[src/rtl/rf_writeback_queue.sv]
// In-order write-back queue in front of the 32x32 register file write port,
// with youngest-match forwarding of queued results to both read ports.
module rf_writeback_queue #(
    parameter int unsigned DEPTH = 4
) (
    input  logic                       clk,
    input  logic                       reset_n,
    input  logic                       wb_valid,
    output logic                       wb_ready,
    input  logic [4:0]                 wb_dest,
    input  logic [31:0]                wb_data,
    input  logic                       rf_stall,
    output logic [4:0]                 rf_dest,
    output logic [31:0]                rf_data,
    output logic                       rf_ld,
    input  logic [4:0]                 rd_a,
    input  logic [4:0]                 rd_b,
    output logic                       fwd_a_hit,
    output logic                       fwd_b_hit,
    output logic [31:0]                fwd_a_data,
    output logic [31:0]                fwd_b_data,
    output logic [$clog2(DEPTH):0]     count,
    output logic                       empty
);
    localparam int unsigned PW = $clog2(DEPTH);
    localparam int unsigned CW = PW + 1;
    localparam logic [CW-1:0] FULL = CW'(DEPTH);

    logic [4:0]    dest_q  [DEPTH];
    logic [31:0]   data_q  [DEPTH];
    logic [DEPTH-1:0] valid_q;
    logic [PW-1:0] head, tail;
    logic          push, pop;

    assign empty    = (count == '0);
    assign wb_ready = (count < FULL);
    assign rf_ld    = !empty && !rf_stall;
    assign pop      = rf_ld;
    assign push     = wb_valid && wb_ready && (wb_dest != 5'd0);
    assign rf_dest  = empty ? 5'd0  : dest_q[head];
    assign rf_data  = empty ? 32'd0 : data_q[head];

    always_ff @(posedge clk) begin
        if (!reset_n) begin
            head    <= '0;
            tail    <= '0;
            count   <= '0;
            valid_q <= '0;
        end else begin
            // Full blocks push, empty blocks pop, so head and tail never collide here.
            if (pop) begin
                valid_q[head] <= 1'b0;
                head          <= head + 1'b1;
            end
            if (push) begin
                dest_q[tail]  <= wb_dest;
                data_q[tail]  <= wb_data;
                valid_q[tail] <= 1'b1;
                tail          <= tail + 1'b1;
            end
            if (push && !pop)
                count <= count + 1'b1;
            else if (pop && !push)
                count <= count - 1'b1;
        end
    end

    // Walk oldest to youngest so the last match seen is the youngest value.
    always_comb begin
        logic [PW-1:0] idx;
        idx        = '0;
        fwd_a_hit  = 1'b0;
        fwd_b_hit  = 1'b0;
        fwd_a_data = '0;
        fwd_b_data = '0;
        for (int unsigned i = 0; i < DEPTH; i++) begin
            idx = head + PW'(i);
            if (valid_q[idx] && rd_a != 5'd0 && dest_q[idx] == rd_a) begin
                fwd_a_hit  = 1'b1;
                fwd_a_data = data_q[idx];
            end
            if (valid_q[idx] && rd_b != 5'd0 && dest_q[idx] == rd_b) begin
                fwd_b_hit  = 1'b1;
                fwd_b_data = data_q[idx];
            end
        end
    end

endmodule

[config.mk]
export PLATFORM = sky130hd
export DESIGN_NAME = rf_writeback_queue
export DESIGN_NICKNAME = d
export VERILOG_FILES = /design/src/rtl/rf_writeback_queue.sv
export SDC_FILE = /design/constraint.sdc
export NUM_CORES = 1
export LEC_CHECK = 0
export ABC_AREA = 1
export CAP_MARGIN = 20
export CORE_AREA = 2 2 182 184
export DETAILED_ROUTE_END_ITERATION = 8
export DIE_AREA = 0 0 184 186
export GPL_ROUTABILITY_DRIVEN = 0
export PLACE_DENSITY = 0.62
export SETUP_SLACK_MARGIN = 0.02
export SYNTH_ARGS = -nofsm -noshare
export SYNTH_HDL_FRONTEND = slang
export SYNTH_SLANG_ARGS = --single-unit
[constraint.sdc]
create_clock -name clk -period 4.6 [get_ports clk]
set_input_delay 0.92 -clock clk [delete_from_list [all_inputs] [get_ports clk]]
set_output_delay 0.92 -clock clk [all_outputs]
set_load 0.02 [all_outputs]
* Yosys cells after proc, flatten, opt, wreduce, memory -nomap -nowiden
Memory sizes are Yosys's and may differ from the RTL's. A register that Yosys moved wholly into a read port is not among the register bits.
Index checks and enable logic that the tools add are counted.
** Cells by class
- Add/sub/neg operators :: 6
- Multiplexer cells :: 42
- $lt $le $gt $ge :: 8
- Eq/ne operators :: 8
- Bitwise gates (word level) :: 3
- Reduce and logical (&&, ||, !) cells :: 32
** Operators with widths (count)
- $mux 32 :: 9
- $eq 5x5->1 :: 8
- $logic_and 1x1->1 :: 23
- $mux 1 :: 17
- $lt 2x3->1 const B :: 5
- $reduce_bool 5->1 :: 3
- $mux 4 :: 3
- $bmux 1 s2 :: 4
- $mux 2 :: 4
- $mux 3 :: 2
- $mux 5 :: 1
- $add 2x1->2 const B :: 2
- $add 2x2->2 const B :: 2
- $and 4x4->4 :: 1
- $demux 1 s2 :: 2
- $ge 2x1->1 const B :: 2
- $logic_not 1->1 :: 4
- $not 4->4 :: 1
- $or 4x4->4 :: 1
- $add 3x1->3 const B :: 1
- $logic_not 3->1 :: 1
- $lt 3x3->1 const B :: 1
- $sub 3x1->3 const B :: 1
- $reduce_bool 2->1 :: 1
** Storage, ports and cells
- RAM bits :: 148
- Logic and storage cells :: 105
- Bits in registers :: 11
- Output and inout port bits :: 109
- Input port bits :: 51
- Memories :: 2
** Memories
- data_q :: depth 4, bits a word 32, read ports 4, clocked after Yosys merged registers in 1, write ports 1, line 30 : logic [31:0] data_q [DEPTH];
- dest_q :: depth 4, bits a word 5, read ports 4, clocked after Yosys merged registers in 1, write ports 1, line 29 : logic [4:0] dest_q [DEPTH];

* Longest topological paths before layout
- Word-level depth :: 10
- Gate-level depth with buffers :: 21
- Gate-level depth less buffers :: 14

* Worst setup path after synthesis
Ideal clock, no wire load.
- Path type :: register to output
- Start point :: reg head[1]
- End point :: out fwd_b_data[12]
- Arrival :: 2.904 ns
- Cell stages (with the launch flop) :: 17
- Path buffers :: 4
- Path slack :: 0.776 ns
- Data required time :: 3.680 ns
- Cell sequence :: dfxtp_1 -> inv_1 -> clkbuf_1 -> clkbuf_1 -> ha_1 -> inv_2 -> buf_2 -> nand3_1 -> nand2_1 -> xor2_1 -> nor2_1 -> nand2_1 -> nor2_4 -> inv_2 -> clkbuf_1 -> nor2_1 -> a21oi_1
** On the way
- Cells in the longest elaborated chain, start to end :: 8
- Elaborated cells on any way between the ends :: 28
- Classes of those cells :: add/sub: 3; eq/ne: 3; mux: 12; reduce/logical: 8; memory: 2
** Ends and longest elaborated chain
- start, declared :: line 32 : logic [PW-1:0] head, tail;
- start signal, assigned :: line 53 : head <= head + 1'b1;
- parallel branches: the longest is 7 deep, another holds $mem_v2 4x5
- $mux 32 * :: line 82 : if (valid_q[idx] && rd_b != 5'd0 && dest_q[idx] == rd_b) begin
- end, declared :: line 21 : output logic [31:0] fwd_b_data,
Mark *: on every way between the ends. The select of a mux whose other input is x is not followed.

* Worst setup path in the final report
- Start point :: in rd_a[0]
- End point :: out fwd_a_data[1]
** On the way
- Cells in the longest elaborated chain, start to end :: 7
- Elaborated cells on any way between the ends :: 17
- Classes of those cells :: eq/ne: 4; mux: 4; reduce/logical: 9
** Ends and longest elaborated chain
- start, declared :: line 16 : input logic [4:0] rd_a,
- $reduce_bool 5->1 :: line 78 : if (valid_q[idx] && rd_a != 5'd0 && dest_q[idx] == rd_a) begin
- $logic_and 1x1->1 (2 in series) :: line 78
- $mux 32 (3 in series) :: line 78
- $mux 32 * :: line 78
- end, declared :: line 20 : output logic [31:0] fwd_a_data,
Mark *: on every way between the ends. The rest lies on a longest branch, timed or not.

==> metrics <==
Slew headroom=37.7%; die area=34200 sq um; Post-route DRC=0; Fillers=3260; post-place setup slack=0.101 ns; RSZ-0062 raised after global routing=false; crit path capture type=primary output; RR Endpoint=count[2]; cts hold-fix bufs=0; critical path capture point=fwd_a_data[1]; largest net degree at the start of global routing=215; buffers and inverters on the worst path=5; combinational share of power=63.1%; Worst Hold Class=reg -> reg; cell taking the most area after synthesis=edfxtp_1; commonest register cell after synthesis=edfxtp_1; total CTS buffers=17; RR Startpoint=count[1]; synth unique cells=31; Final Cycle Share=96.4%; crit path launch type=primary input; Max Cap Viol=0; Crit. Startpoint=rd_a[0]; P_int=4.37 mW; Final Max Tran Viols=0; Cell Rows=66; worst-margin pin slew=0.934 ns; Worst Skew=0.00936 ns; WL/cell=17.5 um; Clock Latency Late Sink=0.44 ns; Core Area=32200 sq um; Max stage delay cell, worst path=clkdlybuf4s50_1; diode count=0; initial drt markers=1294; HPWL after DPL=28.5 mm; routed vias=13500; Post-Syn Area per Cell=6.50 sq um; Final min period=4.44 ns; CTS max path bufs=2; Post-Layout Cell Count=2481; most frequent CP cell=nand2_1; Placed Area=14800 sq um; fmax=0.225 GHz; IO Count=160; synthesized instance count=1951; setup ws final=0.164 ns; sequential share of the synthesized area=37.1%; setup slack, reg-to-reg=1.94 ns; Multi-input gate area=6670 sq um; Post-Route WL=43.4 mm; die span in y=186 um; Switching Power=4.32 mW; CP cell instances=clkdlybuf4s50_1 -> inv_1 -> nand2_1 -> nor2_1 -> nor2_1 -> nand2_1 -> nor2_1 -> inv_1 -> nor2_4 -> buf_6 -> nand3_1 -> nand2_1 -> nand2_1 -> nand2_1 -> clkdlybuf4s50_1; Synth Net Count=2012; Switching Share=49.7%; Nets=2122; Final Cell Area=15600 sq um; count leader, synth=nand2_1; drt pass-1 iters=6; worst r2r path cells=13; GRT Overall Usage=24.9%; Area contributors post-synth=edfxtp_1 35%, nand2_1 18%, nor2_1 8.6%; dpl cells=2447; number of global-route vias before repair=12700; antenna violations before repair=0; Port-buffer cells=159; Syn. warnings=0; Worst Path Arrival=3.52 ns; CTS tree=done; crit path max fanout=14; # setup viols final=0; status=completed; critical path class=in -> out; fraction of layout cells with a size suffix above 1=5.84%; CP top delay family=buffers and inverters; CP required=3.68 ns; Syn Std Cell Area=12700 sq um; Initial Util=39.4%; EDFF count, synth=148; global-route wire length before repair=66.3 mm; Clock Sinks=161; Max stage delay on crit path=0.60 ns; clock-pin transition on the worst setup and hold timing paths=0.07 ns; Post-synth ARST share=0%; clock group share of total power=16.2%; sequential share of power=20.7%; LEAKAGE=7.36 nW; Crit path depth=15; Pwr Density=559 nW/um^2; root buf cell=clkbuf_16; Vias/cell=5.46; Setup TNS=0 ns; Die W=184 um; layout overhead on the synthesized area=22.7%; Final ANT Viol Nets=0; sequential cell area=4710 sq um; top cell type's share of synthesized area=35.1%; Synth top cells by count=622 x nand2_1, 290 x nor2_1, 190 x o21ai_0, 177 x inv_1, 158 x a21oi_1; worst ir drop on vdd=299 uV; H-Tree Depth=4; global route overflow=0; flops & latches, synth=161; Hold Vio Cnt, Final=0
==> cell type report <==
class                   count  area share (%)
clock buffers              19            2.78
inverters                 183            4.56
flip-flops and latches    161            30.3
multi-input cells        1479            42.9
well taps                 408            3.28
repair buffers            219            15.4
clock inverters            12           0.853
==> power groups by stage <==
| stage | clock network [mW] | registers [mW] | logic (mW) |
|---|---|---|---|
| floorplan | 0 | 1.81 | 3.47 |
| global placement | 0 | 1.82 | 5.29 |
| detailed placement | 0 | 1.82 | 5.33 |
| CTS | 1.42 | 1.79 | 5.36 |
| global route | 1.48 | 1.81 | 6.02 |
| finish | 1.41 | 1.80 | 5.48 |
==> cells in the final DEF (no fill, tap or decap), types with 5 or more instances in the layout <==
cell type / n
nor2_4: 7
inv_1: 175
clkinvlp_4: 5
nand2_1: 622
nor2_1: 285
nand3_2: 5
o21ai_0: 190
ha_1: 8
nand3_1: 124
edfxtp_1: 148
clkdlybuf4s50_1: 127
dlymetal6s2s_1: 32
buf_12: 16
buf_4: 38
a32oi_1: 32
a21oi_1: 158
dfxtp_1: 11
o21ai_1: 15
mux2i_1: 11
clkbuf_16: 19
==> metrics by stage <==
stage | power, mW | utilization (%) | hold WS [ns]
after floorplan | 5.28 | - | 0.463
after global placement | 7.11 | 46.0 | 0.485
after detailed placement | 7.16 | 46.0 | 0.512
after CTS | 8.57 | 47.7 | 0.526
after global routing | 9.31 | 48.3 | 0.548
final | 8.69 | 48.3 | 0.524
==> worst min path at each step <==
stage / start / endpoint / slack (ns) / cells past startpoint
CTS: valid_q[2] / valid_q[2] / 0.53 / 1
floorplan: tail[0] / tail[0] / 0.46 / 1
global route: tail[0] / tail[0] / 0.55 / 1
global placement: tail[0] / tail[0] / 0.49 / 1
finish: count[1] / count[1] / 0.52 / 2
detailed placement: valid_q[2] / valid_q[2] / 0.51 / 1
==> cells by family after synthesis <==
family | Yosys count | synth area share [%]
AOI/OAI and AO/OA | 400 | 16.9
muxes | 11 | 0.868
buffers and inverters | 311 | 10.8
and+or+nand+nor | 1056 | 33.2
xor gates and xnor gates | 2 | 0.138
DFF | 161 | 37.1
adders and majority gates | 10 | 1.05
==> flip-flops by register name (all words and copies together), names as in the netlist, named ones only <==
register	flops
count	3
data_q	128
dest_q	20
head	2
tail	2
valid_q	4
==> worst min-delay path, delay by kind of cell (launching register included) <==
kind,cells,cell delay [ns]
AOI/OAI and AO/OA,1,0.05
buffers and inverters,1,0.07
DFF,1,0.36
==> metal layers <==
layer | GRT usage [%] | part of all wire, %
met1 | 32.2 | 43
met2 | 41.6 | 47
met3 | 3.44 | 7.2
met4 | 10.8 | 3.1
met5 | 0 | 0
==> repair_timing <==
item                       CTS  global route
setup endpoints to repair    0            66
setup buffers                0             1
hold endpoints to repair     0             0
resized for setup            0            42
No activity file was read; power rests on OpenSTA's default activity.
